$ cat src/rtl/seg_add_sub.sv
// seg_add_sub: multi-cycle add/subtract unit processing SEG_WIDTH bits per
// cycle, least-significant segment first, with valid/ready on both sides.
// Optional feature macro: SEG_FLAGS_ZN_EN adds registered zero (z) and
// negative (n) flags alongside the carry (c) and overflow (v) flags.
module seg_add_sub #(
  parameter int WIDTH     = 32,
  parameter int SEG_WIDTH = 8
) (
  input  logic             clk,
  input  logic             rst,
  input  logic             in_valid,
  output logic             in_ready,
  input  logic [WIDTH-1:0] x,
  input  logic [WIDTH-1:0] y,
  input  logic             m_0_x,
  input  logic             m_sub_add,
  output logic             out_valid,
  input  logic             out_ready,
  output logic [WIDTH-1:0] sum,
  output logic             c,
  output logic             v
`ifdef SEG_FLAGS_ZN_EN
  ,
  output logic             z,
  output logic             n
`endif
);

  localparam int NSEG = WIDTH / SEG_WIDTH;
  localparam int CW   = (NSEG > 1) ? $clog2(NSEG) : 1;

  typedef enum logic [1:0] {IDLE, BUSY, DONE} state_t;

  state_t               state_q, state_d;
  logic [CW-1:0]        cnt_q, cnt_d;
  logic                 carry_q, carry_d;
  logic                 sub_q, sub_d;
  logic [WIDTH-1:0]     ax_q, ax_d;
  logic [WIDTH-1:0]     ay_q, ay_d;
  logic [WIDTH-1:0]     sum_q, sum_d;
  logic                 c_q, c_d;
  logic                 v_q, v_d;
`ifdef SEG_FLAGS_ZN_EN
  logic                 z_q, z_d;
  logic                 n_q, n_d;
`endif
  logic                 accept;
  logic                 last_seg;
  logic [SEG_WIDTH:0]   seg_res;

  assign last_seg = (cnt_q == CW'(NSEG - 1));
  assign sum      = sum_q;
  assign c        = c_q;
  assign v        = v_q;
`ifdef SEG_FLAGS_ZN_EN
  assign z        = z_q;
  assign n        = n_q;
`endif

  // State and datapath registers with synchronous reset
  always_ff @(posedge clk) begin
    if (rst) begin
      state_q <= IDLE;
      cnt_q   <= '0;
      carry_q <= 1'b0;
      sub_q   <= 1'b0;
      ax_q    <= '0;
      ay_q    <= '0;
      sum_q   <= '0;
      c_q     <= 1'b0;
      v_q     <= 1'b0;
`ifdef SEG_FLAGS_ZN_EN
      z_q     <= 1'b0;
      n_q     <= 1'b0;
`endif
    end else begin
      state_q <= state_d;
      cnt_q   <= cnt_d;
      carry_q <= carry_d;
      sub_q   <= sub_d;
      ax_q    <= ax_d;
      ay_q    <= ay_d;
      sum_q   <= sum_d;
      c_q     <= c_d;
      v_q     <= v_d;
`ifdef SEG_FLAGS_ZN_EN
      z_q     <= z_d;
      n_q     <= n_d;
`endif
    end
  end

  // Next-state logic: DONE can hand straight back to BUSY on a same-cycle accept
  always_comb begin
    state_d = state_q;
    case (state_q)
      IDLE:    if (accept) state_d = BUSY;
      BUSY:    if (last_seg) state_d = DONE;
      DONE: begin
        if (accept)         state_d = BUSY;
        else if (out_ready) state_d = IDLE;
      end
      default: state_d = IDLE;
    endcase
  end

  // Handshake outputs decoded from the current state
  always_comb begin
    in_ready  = (state_q == IDLE) | ((state_q == DONE) & out_ready);
    out_valid = (state_q == DONE);
    accept    = in_valid & in_ready;
  end

  // Operand capture on accept, one segment of ripple addition per BUSY cycle
  always_comb begin
    cnt_d   = cnt_q;
    carry_d = carry_q;
    sub_d   = sub_q;
    ax_d    = ax_q;
    ay_d    = ay_q;
    sum_d   = sum_q;
    c_d     = c_q;
    v_d     = v_q;
`ifdef SEG_FLAGS_ZN_EN
    z_d     = z_q;
    n_d     = n_q;
`endif
    seg_res = {1'b0, ax_q[cnt_q*SEG_WIDTH +: SEG_WIDTH]}
            + {1'b0, ay_q[cnt_q*SEG_WIDTH +: SEG_WIDTH]}
            + (SEG_WIDTH+1)'(carry_q);
    if (accept) begin
      // Subtraction is X + ~Y + 1: the +1 enters as the initial carry
      ax_d    = m_0_x ? '0 : x;
      ay_d    = y ^ {WIDTH{m_sub_add}};
      carry_d = m_sub_add;
      sub_d   = m_sub_add;
      cnt_d   = '0;
    end else if (state_q == BUSY) begin
      sum_d[cnt_q*SEG_WIDTH +: SEG_WIDTH] = seg_res[SEG_WIDTH-1:0];
      carry_d = seg_res[SEG_WIDTH];
      cnt_d   = cnt_q + CW'(1);
      if (last_seg) begin
        c_d = seg_res[SEG_WIDTH] ^ sub_q;
        v_d = (~ax_q[WIDTH-1] & ~ay_q[WIDTH-1] &  sum_d[WIDTH-1]) |
              ( ax_q[WIDTH-1] &  ay_q[WIDTH-1] & ~sum_d[WIDTH-1]);
`ifdef SEG_FLAGS_ZN_EN
        z_d = ~|sum_d;
        n_d = sum_d[WIDTH-1];
`endif
      end
    end
  end

endmodule

$ cat config.mk
export PLATFORM = sky130hd
export DESIGN_NAME = seg_add_sub
export DESIGN_NICKNAME = d
export VERILOG_FILES = /design/src/rtl/seg_add_sub.sv
export SDC_FILE = /design/constraint.sdc
export NUM_CORES = 1
export LEC_CHECK = 0
export ABC_AREA = 1
export CAP_MARGIN = 10
export CORE_MARGIN = 3
export CORE_UTILIZATION = 60
export CTS_CLUSTER_DIAMETER = 120
export DETAILED_ROUTE_END_ITERATION = 6
export DONT_BUFFER_PORTS = 1
export GPL_ROUTABILITY_DRIVEN = 0
export PLACE_DENSITY = 0.79
export SYNTH_ARGS = -nofsm -noshare
export SYNTH_HDL_FRONTEND = slang
export SYNTH_SLANG_ARGS = --single-unit
$ cat constraint.sdc
create_clock -name clk -period 4.14 [get_ports clk]
set_clock_uncertainty 0.15 [all_clocks]
set_input_delay 0.621 -clock clk [delete_from_list [all_inputs] [get_ports clk]]
set_output_delay 0.621 -clock clk [all_outputs]
set_load 0.05 [all_outputs]
## Word-level counts from Yosys, hierarchy flattened

Index checks and enable logic that the tools add are counted.

- Bits in registers: 104
- Logic and storage cells: 52

- Add/sub/neg operators: 4
- Equal/unequal tests: 6
- Shift-type cells: 4
- Muxes and demuxes: 9
- Bitwise operators: 14
- Reductions and logical operators: 6

Operator list:

| kind | count |
|---|---|
| $shiftx A32 B6 Y8 | 2 |
| $neg A5 Y34 | 1 |
| $shift A8 B34 Y32 const A | 1 |
| $shiftx A8 B34 Y32 | 1 |
| $bwmux W32 | 1 |
| $mux W32 | 1 |
| $xor A32 B32 Y32 | 1 |
| $add A8 B8 Y9 | 1 |
| $add A9 B1 Y9 | 1 |
| $mux W2 | 4 |
| $and A1 B1 Y1 | 6 |
| $pmux W2 S3 | 1 |
| $reduce_and A3 Y1 | 2 |
| $eq A2 B2 Y1 const B | 2 |
| $ne A2 B2 Y1 const B | 2 |
| $not A1 Y1 | 4 |
| $ne A3 B1 Y1 const B | 1 |
| $add A2 B1 Y2 const B | 1 |
| $eq A2 B1 Y1 const B | 1 |
| $logic_not A2 Y1 | 1 |
| $mux W1 | 2 |
| $or A1 B1 Y1 | 2 |
| $reduce_and A2 Y1 | 1 |
| $reduce_bool A2 Y1 | 1 |
| 2 further kinds | 2 |

## Logic depth before layout (Yosys ltp)

Gate-level depths: netlist of the first run.

- Depth in word-level cells: 8
- Depth in mapped cells: 19

## Worst setup path after synthesis of the first run

OpenSTA, ideal clock, no wires.

- Path type: register -> register
- Start: register cnt_q[0]
- End: register sum_q[12], in the netlist sum[12]
- Library setup time: 71 ps
- Arrival time: 2638 ps
- Data required time: 3919 ps
- Path slack: 1281 ps
- Cell stages (with the launch flop): 14
- Buffers on the path: 2
- Cell sequence: dfxtp_1 -> buf_2 -> clkbuf_1 -> o21ai_0 -> a21oi_1 -> a21oi_1 -> fa_1 -> fa_1 -> o21ai_2 -> or2_2 -> nand2_1 -> nor3_1 -> nand2_1 -> a21oi_1

- Word-level cells in the longest chain between the ends: 5
- Elaborated cells on any way between the ends: 8
- Classes of those cells: add/sub (3); shift (4); mux (1)

RTL lines:

| item | line | source |
|---|---|---|
| start, declared | 35 | `logic [CW-1:0] cnt_q, cnt_d;` |
| start signal, assigned | 78 | `cnt_q <= cnt_d;` |
| $shiftx A32 B6 Y8, on equally long branches | 128, 129 |  |
| $add A8 B8 Y9 | 129 | `+ {1'b0, ay_q[cnt_q*SEG_WIDTH +: SEG_WIDTH]}` |
| $add A9 B1 Y9 | 130 | `+ (SEG_WIDTH+1)'(carry_q);` |
| $shiftx A8 B34 Y32 | 139 | `sum_d[cnt_q*SEG_WIDTH +: SEG_WIDTH] = seg_res[SEG_WIDTH-1:0];` |
| $bwmux W32 * | 139 |  |
| end signal, assigned | 83 | `sum_q <= sum_d;` |
| end, declared | 40 | `logic [WIDTH-1:0] sum_q, sum_d;` |

Mark *: on every way between the ends. The rest lies on a longest branch, timed or not.
A chain may end at the register's enable or synchronous reset.

## Worst setup path after layout of the first run

- Start: register cnt_q[0]
- End: register sum_q[28], in the netlist sum[28]

The elaborated chain is that of the path after synthesis.

==> results of run 1 <==
==> worst max-delay path, delay by kind of cell, from the launching register on <==
family / cells / cell delay, ns
flip-flops: 1 / 1.12
AND/OR/NAND/NOR: 4 / 0.53
adder cells (fa/ha/maj): 2 / 0.90
AO/OA/AOI/OAI: 5 / 0.85
==> sequential cells by signal, summed over array words and instances, names as in the netlist <==
name     flops
ay_q        32
sum         32
sub_q        1
state_q      2
carry_q      1
ax_q        32
v            1
cnt_q        2
c            1
==> synth_stat cells, types with 2 or more instances <==
cell      number
a21oi_1       68
a21oi_2        4
a22oi_1        2
a32oi_1        4
buf_1          3
buf_2         12
buf_4          2
clkbuf_1      22
clkinv_1       2
dfxtp_1      104
fa_1           2
ha_1          13
inv_1         36
inv_2          3
nand2_1      180
nand2_2        4
nand3_1       80
nor2_1        40
nor2_2         3
nor2_4         2
nor3_1         3
o21a_1         2
o21ai_0       34
o22ai_1       13
xor2_1        34
==> cells by family (layout without fill, tap and decap cells) <==
group	after synthesis	in the layout	synth area share (%)
adder cells (fa/ha/maj)	15	15	4.01
buffers and inverters	82	64	6.78
XOR/XNOR	36	36	6.38
AO/OA/AOI/OAI	132	132	14.4
AND/OR/NAND/NOR	318	318	27.3
flip-flops	104	104	41.2
==> routing by layer <==
layer / vias up / global-route usage [%] / wire (um)
li1: 2209 / - / -
met1: 2016 / 33.3 / 5150
met2: 180 / 39.5 / 5450
met3: 21 / 6.86 / 990
met4: 0 / 7.03 / 208
met5: - / 0 / 0
==> path summary, 6_finish.rpt <==
check	startpoint	endpoint	slack, ns	cells past startpoint
worst max-delay path	cnt_q[0]	sum[28]	0.53	11
worst min-delay path	rst	carry_q	0.17	1
worst max register to register	cnt_q[0]	sum[28]	0.53	11
worst min register to register	ay_q[20]	ay_q[20]	0.32	2
==> final cells by class <==
cell class / count / area share, %
clock inverters: 7 / 1.01
multi-input cells: 501 / 50.4
well taps: 102 / 2.44
clock buffers: 9 / 2.37
repair buffers: 7 / 1.01
inverters: 41 / 2.94
flip-flops and latches: 104 / 39.8
==> power by group through the flow <==
| stage | sequential, mW | combinational, mW | clock, mW |
|---|---|---|---|
| finish | 1.10 | 0.285 | 0.584 |
| global route | 1.10 | 0.323 | 0.636 |
| CTS | 1.10 | 0.283 | 0.591 |
| detailed placement | 1.12 | 0.282 | 0 |
| global placement | 1.12 | 0.274 | 0 |
| floorplan | 1.10 | 0.249 | 0 |
==> flow_metrics.env, run 1 <==
export IMPL_placed_cells=755
export IMPL_drtIter0Drc=354
export IMPL_die_x_um=97.8
export IMPL_peakVddDrop_uv=206
export IMPL_ys_ff_latch=104
export IMPL_vias_per_cell=5.74
export IMPL_drtPass1Iterations=6
export IMPL_cts_root_buffer="clkbuf_8"
export IMPL_ctsResizeCount=0
export IMPL_period_needed_ns=3.61
export IMPL_layout_cells_most_common="nand2_1"
export IMPL_power_frac_comb_pct=14.5
export IMPL_crit_required_ns=4.29
export IMPL_synth_top_area_share_pct=41.2
export IMPL_max_cap_viol_count=0
export IMPL_cp_end_kind="flop"
export IMPL_cts_htree_levels=3
export IMPL_synth_area_leaders="dfxtp_1 (41%), nand2_1 (13%), nand3_1 (7.9%)"
export IMPL_syn_num_nets=772
export IMPL_whs_ns=0.166
export IMPL_nNetsFinal=749
export IMPL_dieArea_um2=9570
export IMPL_hpwlAfterDp_um=8700
export IMPL_antenna_left=0
export IMPL_setup_viol=0
export IMPL_crit_top_cell="a21oi_1"
export IMPL_min_path_type="in2reg"
export IMPL_grt_overflow_total=0
export IMPL_ys_flop_type="dfxtp_1"
export IMPL_start_util_pct=63.5
export IMPL_io_buffers=0
export IMPL_final_seq_area_um2=2080
export IMPL_critical_path_class="reg2reg"
export IMPL_clkPwrFrac_pct=29.7
export IMPL_slowest_stage="dfxtp_1"
export IMPL_first_global_vias=4208
export IMPL_final_cell_mix="nand2_1 (180), dfxtp_1 (104), nand3_1 (80)"
export IMPL_relSlewSlack_pct=21.2
export IMPL_antenna_found_initial=0
export IMPL_gr_usage_all_layers_pct=24.8
export IMPL_netlist_cell_type_count=40
export IMPL_vias=4426
export IMPL_syn_area_um2=5060
export IMPL_finish_instance_area_um2=5230
export IMPL_grt_max_degree=68
export IMPL_worstPathMaxFanout=34
export IMPL_synthToLayoutAreaGrowth_pct=3.36
export IMPL_synth_edf_count=0
export IMPL_drc=0
export IMPL_diodes=0
export IMPL_die_h_um=97.8
export IMPL_syn_avg_cell_area_um2=7.36
export IMPL_intPower_mw=1.37
export IMPL_synth_async_reset_ratio_pct=0
export IMPL_cts_buffer_depth=2
export IMPL_rsz0062_at_grt="no"
export IMPL_leakagePower_nw=2.14
export IMPL_ios=106
export IMPL_yosys_area_top_type="dfxtp_1"
export IMPL_hold_viol_final=0
export IMPL_p_switching_uw=598
export IMPL_ys_warn_count=0
export IMPL_critical_path_startpoint_type="flop"
export IMPL_final_util_pct=65.6
export IMPL_dpl_instance_area_um2=5050
export IMPL_seqPwrFrac_pct=55.8
export IMPL_totalPowerFinal_mw=1.97
export IMPL_clock_sinks=104
export IMPL_cts_tree="done"
export IMPL_yosysSeqAreaShare_pct=41.2
export IMPL_cts_buffers=9
export IMPL_path_clk_slew_ns=0.10
export IMPL_drv_slew=0
export IMPL_postCtsSetupBuffers=0
export IMPL_slowest_delay_ns=1.12
export IMPL_power_density_nw_per_um2=376
export IMPL_post_place_ws_ns=0.609
export IMPL_setup_ws_ns=0.533
export IMPL_fin_crit_sh_pct=87.1
export IMPL_core_region_area_um2=7970
export IMPL_tns_ns=0
export IMPL_hold_buffers=0
export IMPL_outcome="complete, no violations"
export IMPL_clock_latency_ns=0.37
export IMPL_switching_share_pct=30.4
export IMPL_rows=32
export IMPL_netlist_instances=687
export IMPL_worst_pin_slew_ns=1.18
export IMPL_grt_pass1_wl_um=19800
export IMPL_max_freq_ghz=0.277
export IMPL_wire_per_inst_um=15.3
export IMPL_cp_arrival_ns=3.76
export IMPL_path_cells="o21ai_0 -> a21oi_1 -> a21oi_1 -> fa_1 -> fa_1 -> o21ai_2 -> or2_2 -> nand2_1 -> nor3_1 -> nand2_1 -> a21oi_1"
export IMPL_multiInputGateArea_um2=2640
export IMPL_routed_wl_um=11800
export IMPL_fillerInstances=743
export IMPL_instances_no_fill=771
export IMPL_layout_drive_gt1_share_pct=7.03
Power figures use the tool's default switching activity.
==> run 2, diff against run 1 <==
RECOVER_POWER = 100   (was default)
==> flow_metrics.env, run 2 (synthesis gave the netlist of run 1 again) <==
export IMPL_outcome="complete, no violations"
export IMPL_whs_ns=0.166
export IMPL_grt_max_degree=68
export IMPL_cts_root_buffer="clkbuf_8"
export IMPL_power_density_nw_per_um2=378
export IMPL_clock_sinks=104
export IMPL_final_util_pct=65.1
export IMPL_setup_ws_ns=0.442
export IMPL_finish_instance_area_um2=5180
export IMPL_slowest_stage="dfxtp_1"
export IMPL_critical_path_startpoint_type="flop"
export IMPL_peakVddDrop_uv=206
export IMPL_io_buffers=0
export IMPL_fin_crit_sh_pct=89.3
export IMPL_gr_usage_all_layers_pct=24.8
export IMPL_die_h_um=97.8
export IMPL_hpwlAfterDp_um=8700
export IMPL_cp_arrival_ns=3.85
export IMPL_fillerInstances=749
export IMPL_hold_viol_final=0
export IMPL_diodes=0
export IMPL_worst_pin_slew_ns=1.11
export IMPL_ios=106
export IMPL_max_freq_ghz=0.270
export IMPL_clock_latency_ns=0.37
export IMPL_min_to="carry_q"
export IMPL_reg2reg_to="sum[29]"
export IMPL_crit_top_cell="nand2_2"
export IMPL_start_util_pct=63.5
export IMPL_core_region_area_um2=7970
export IMPL_grt_overflow_total=0
export IMPL_crit_buf_inv=2
export IMPL_path_cells="inv_1 -> clkbuf_2 -> o21ai_0 -> o22ai_1 -> ha_1 -> a21oi_1 -> nand2_2 -> nand3_2 -> nand2_2 -> xor2_1 -> nand2_2 -> nor2_1 -> nand2_1 -> a21oi_2"
export IMPL_dieArea_um2=9570
export IMPL_dpl_instance_area_um2=5050
export IMPL_hold_buffers=0
export IMPL_min_path_cells=1
export IMPL_layout_drive_gt1_share_pct=5.83
export IMPL_instances_no_fill=771
export IMPL_cp_end_kind="flop"
export IMPL_period_needed_ns=3.70
export IMPL_ctsResizeCount=0
export IMPL_postCtsSetupBuffers=0
export IMPL_vias=4439
export IMPL_rows=32
export IMPL_relSlewSlack_pct=26.0
export IMPL_drtIter0Drc=358
export IMPL_nNetsFinal=749
export IMPL_r2r_start="cnt_q[0]"
export IMPL_min_from="rst"
export IMPL_crit_required_ns=4.30
export IMPL_final_cell_mix="nand2_1 (181), dfxtp_1 (104), nand3_1 (80)"
export IMPL_critical_path_class="reg2reg"
export IMPL_layout_cells_most_common="nand2_1"
export IMPL_cts_htree_levels=3
export IMPL_leakagePower_nw=2.13
export IMPL_synthToLayoutAreaGrowth_pct=2.50
export IMPL_first_global_vias=4208
export IMPL_path_clk_slew_ns=0.10
export IMPL_setup_viol=0
export IMPL_antenna_found_initial=0
export IMPL_cts_buffers=9
export IMPL_worstPathMaxFanout=34
export IMPL_reg2reg_slack_ns=0.44
export IMPL_tns_ns=0
export IMPL_grt_pass1_wl_um=19800
export IMPL_rsz0062_at_grt="no"
export IMPL_cts_tree="done"
export IMPL_placed_cells=755
export IMPL_vias_per_cell=5.76
export IMPL_totalPowerFinal_mw=1.96
export IMPL_crit_family="flip-flops"
export IMPL_drtPass1Iterations=5
export IMPL_routed_wl_um=11800
export IMPL_max_cap_viol_count=0
export IMPL_slowest_delay_ns=1.07
export IMPL_min_path_type="in2reg"
export IMPL_reg2reg_depth=14
export IMPL_cts_buffer_depth=2
export IMPL_wire_per_inst_um=15.3
export IMPL_drv_slew=0
export IMPL_die_x_um=97.8
export IMPL_post_place_ws_ns=0.609
export IMPL_antenna_left=0
export IMPL_drc=0
[run 2: layout make-up]
class	instances	area [um2]	share of cell area [%]
Clock buffer	9	124	2.39
Clock inverter	7	52.6	1.01
Inverter	41	154	2.97
Multi-Input combinational cell	501	2600	50.2
Sequential cell	104	2080	40.2
Tap cell	102	128	2.46
Timing Repair Buffer	7	40.0	0.772
[run 2: how the worst max path moves through the flow]
| stage | to | startpoint | slack, ns | cells after the start |
|---|---|---|---|---|
| 6_report | sum[29] | cnt_q[0] | 0.44 | 14 |
| 3_5_place_dp | sum[26] | cnt_q[0] | 0.61 | 10 |
| 4_1_cts | sum[26] | cnt_q[0] | 0.60 | 10 |
| 5_1_grt | sum[13] | cnt_q[0] | 0.12 | 14 |
| 3_3_place_gp | sum[26] | cnt_q[0] | 0.67 | 10 |
| 2_1_floorplan | sum[12] | cnt_q[0] | 1.28 | 13 |
[run 2: routing by layer]
| metal | up-vias | track usage, % | wire [um] |
|---|---|---|---|
| li1 | 2206 | - | - |
| met2 | 192 | 39.5 | 5390 |
| met3 | 26 | 6.86 | 1020 |
| met1 | 2015 | 33.3 | 5170 |
| met4 | 0 | 7.03 | 233 |
| met5 | - | 0 | 0 |
[run 2: power breakdown]
part	switching [mW]	internal, mW	total [mW]	leakage [nW]
Combinational	0.186	0.0937	0.279	1.19
Sequential	0.0513	1.04	1.10	0.847
Clock	0.360	0.225	0.585	0.0908
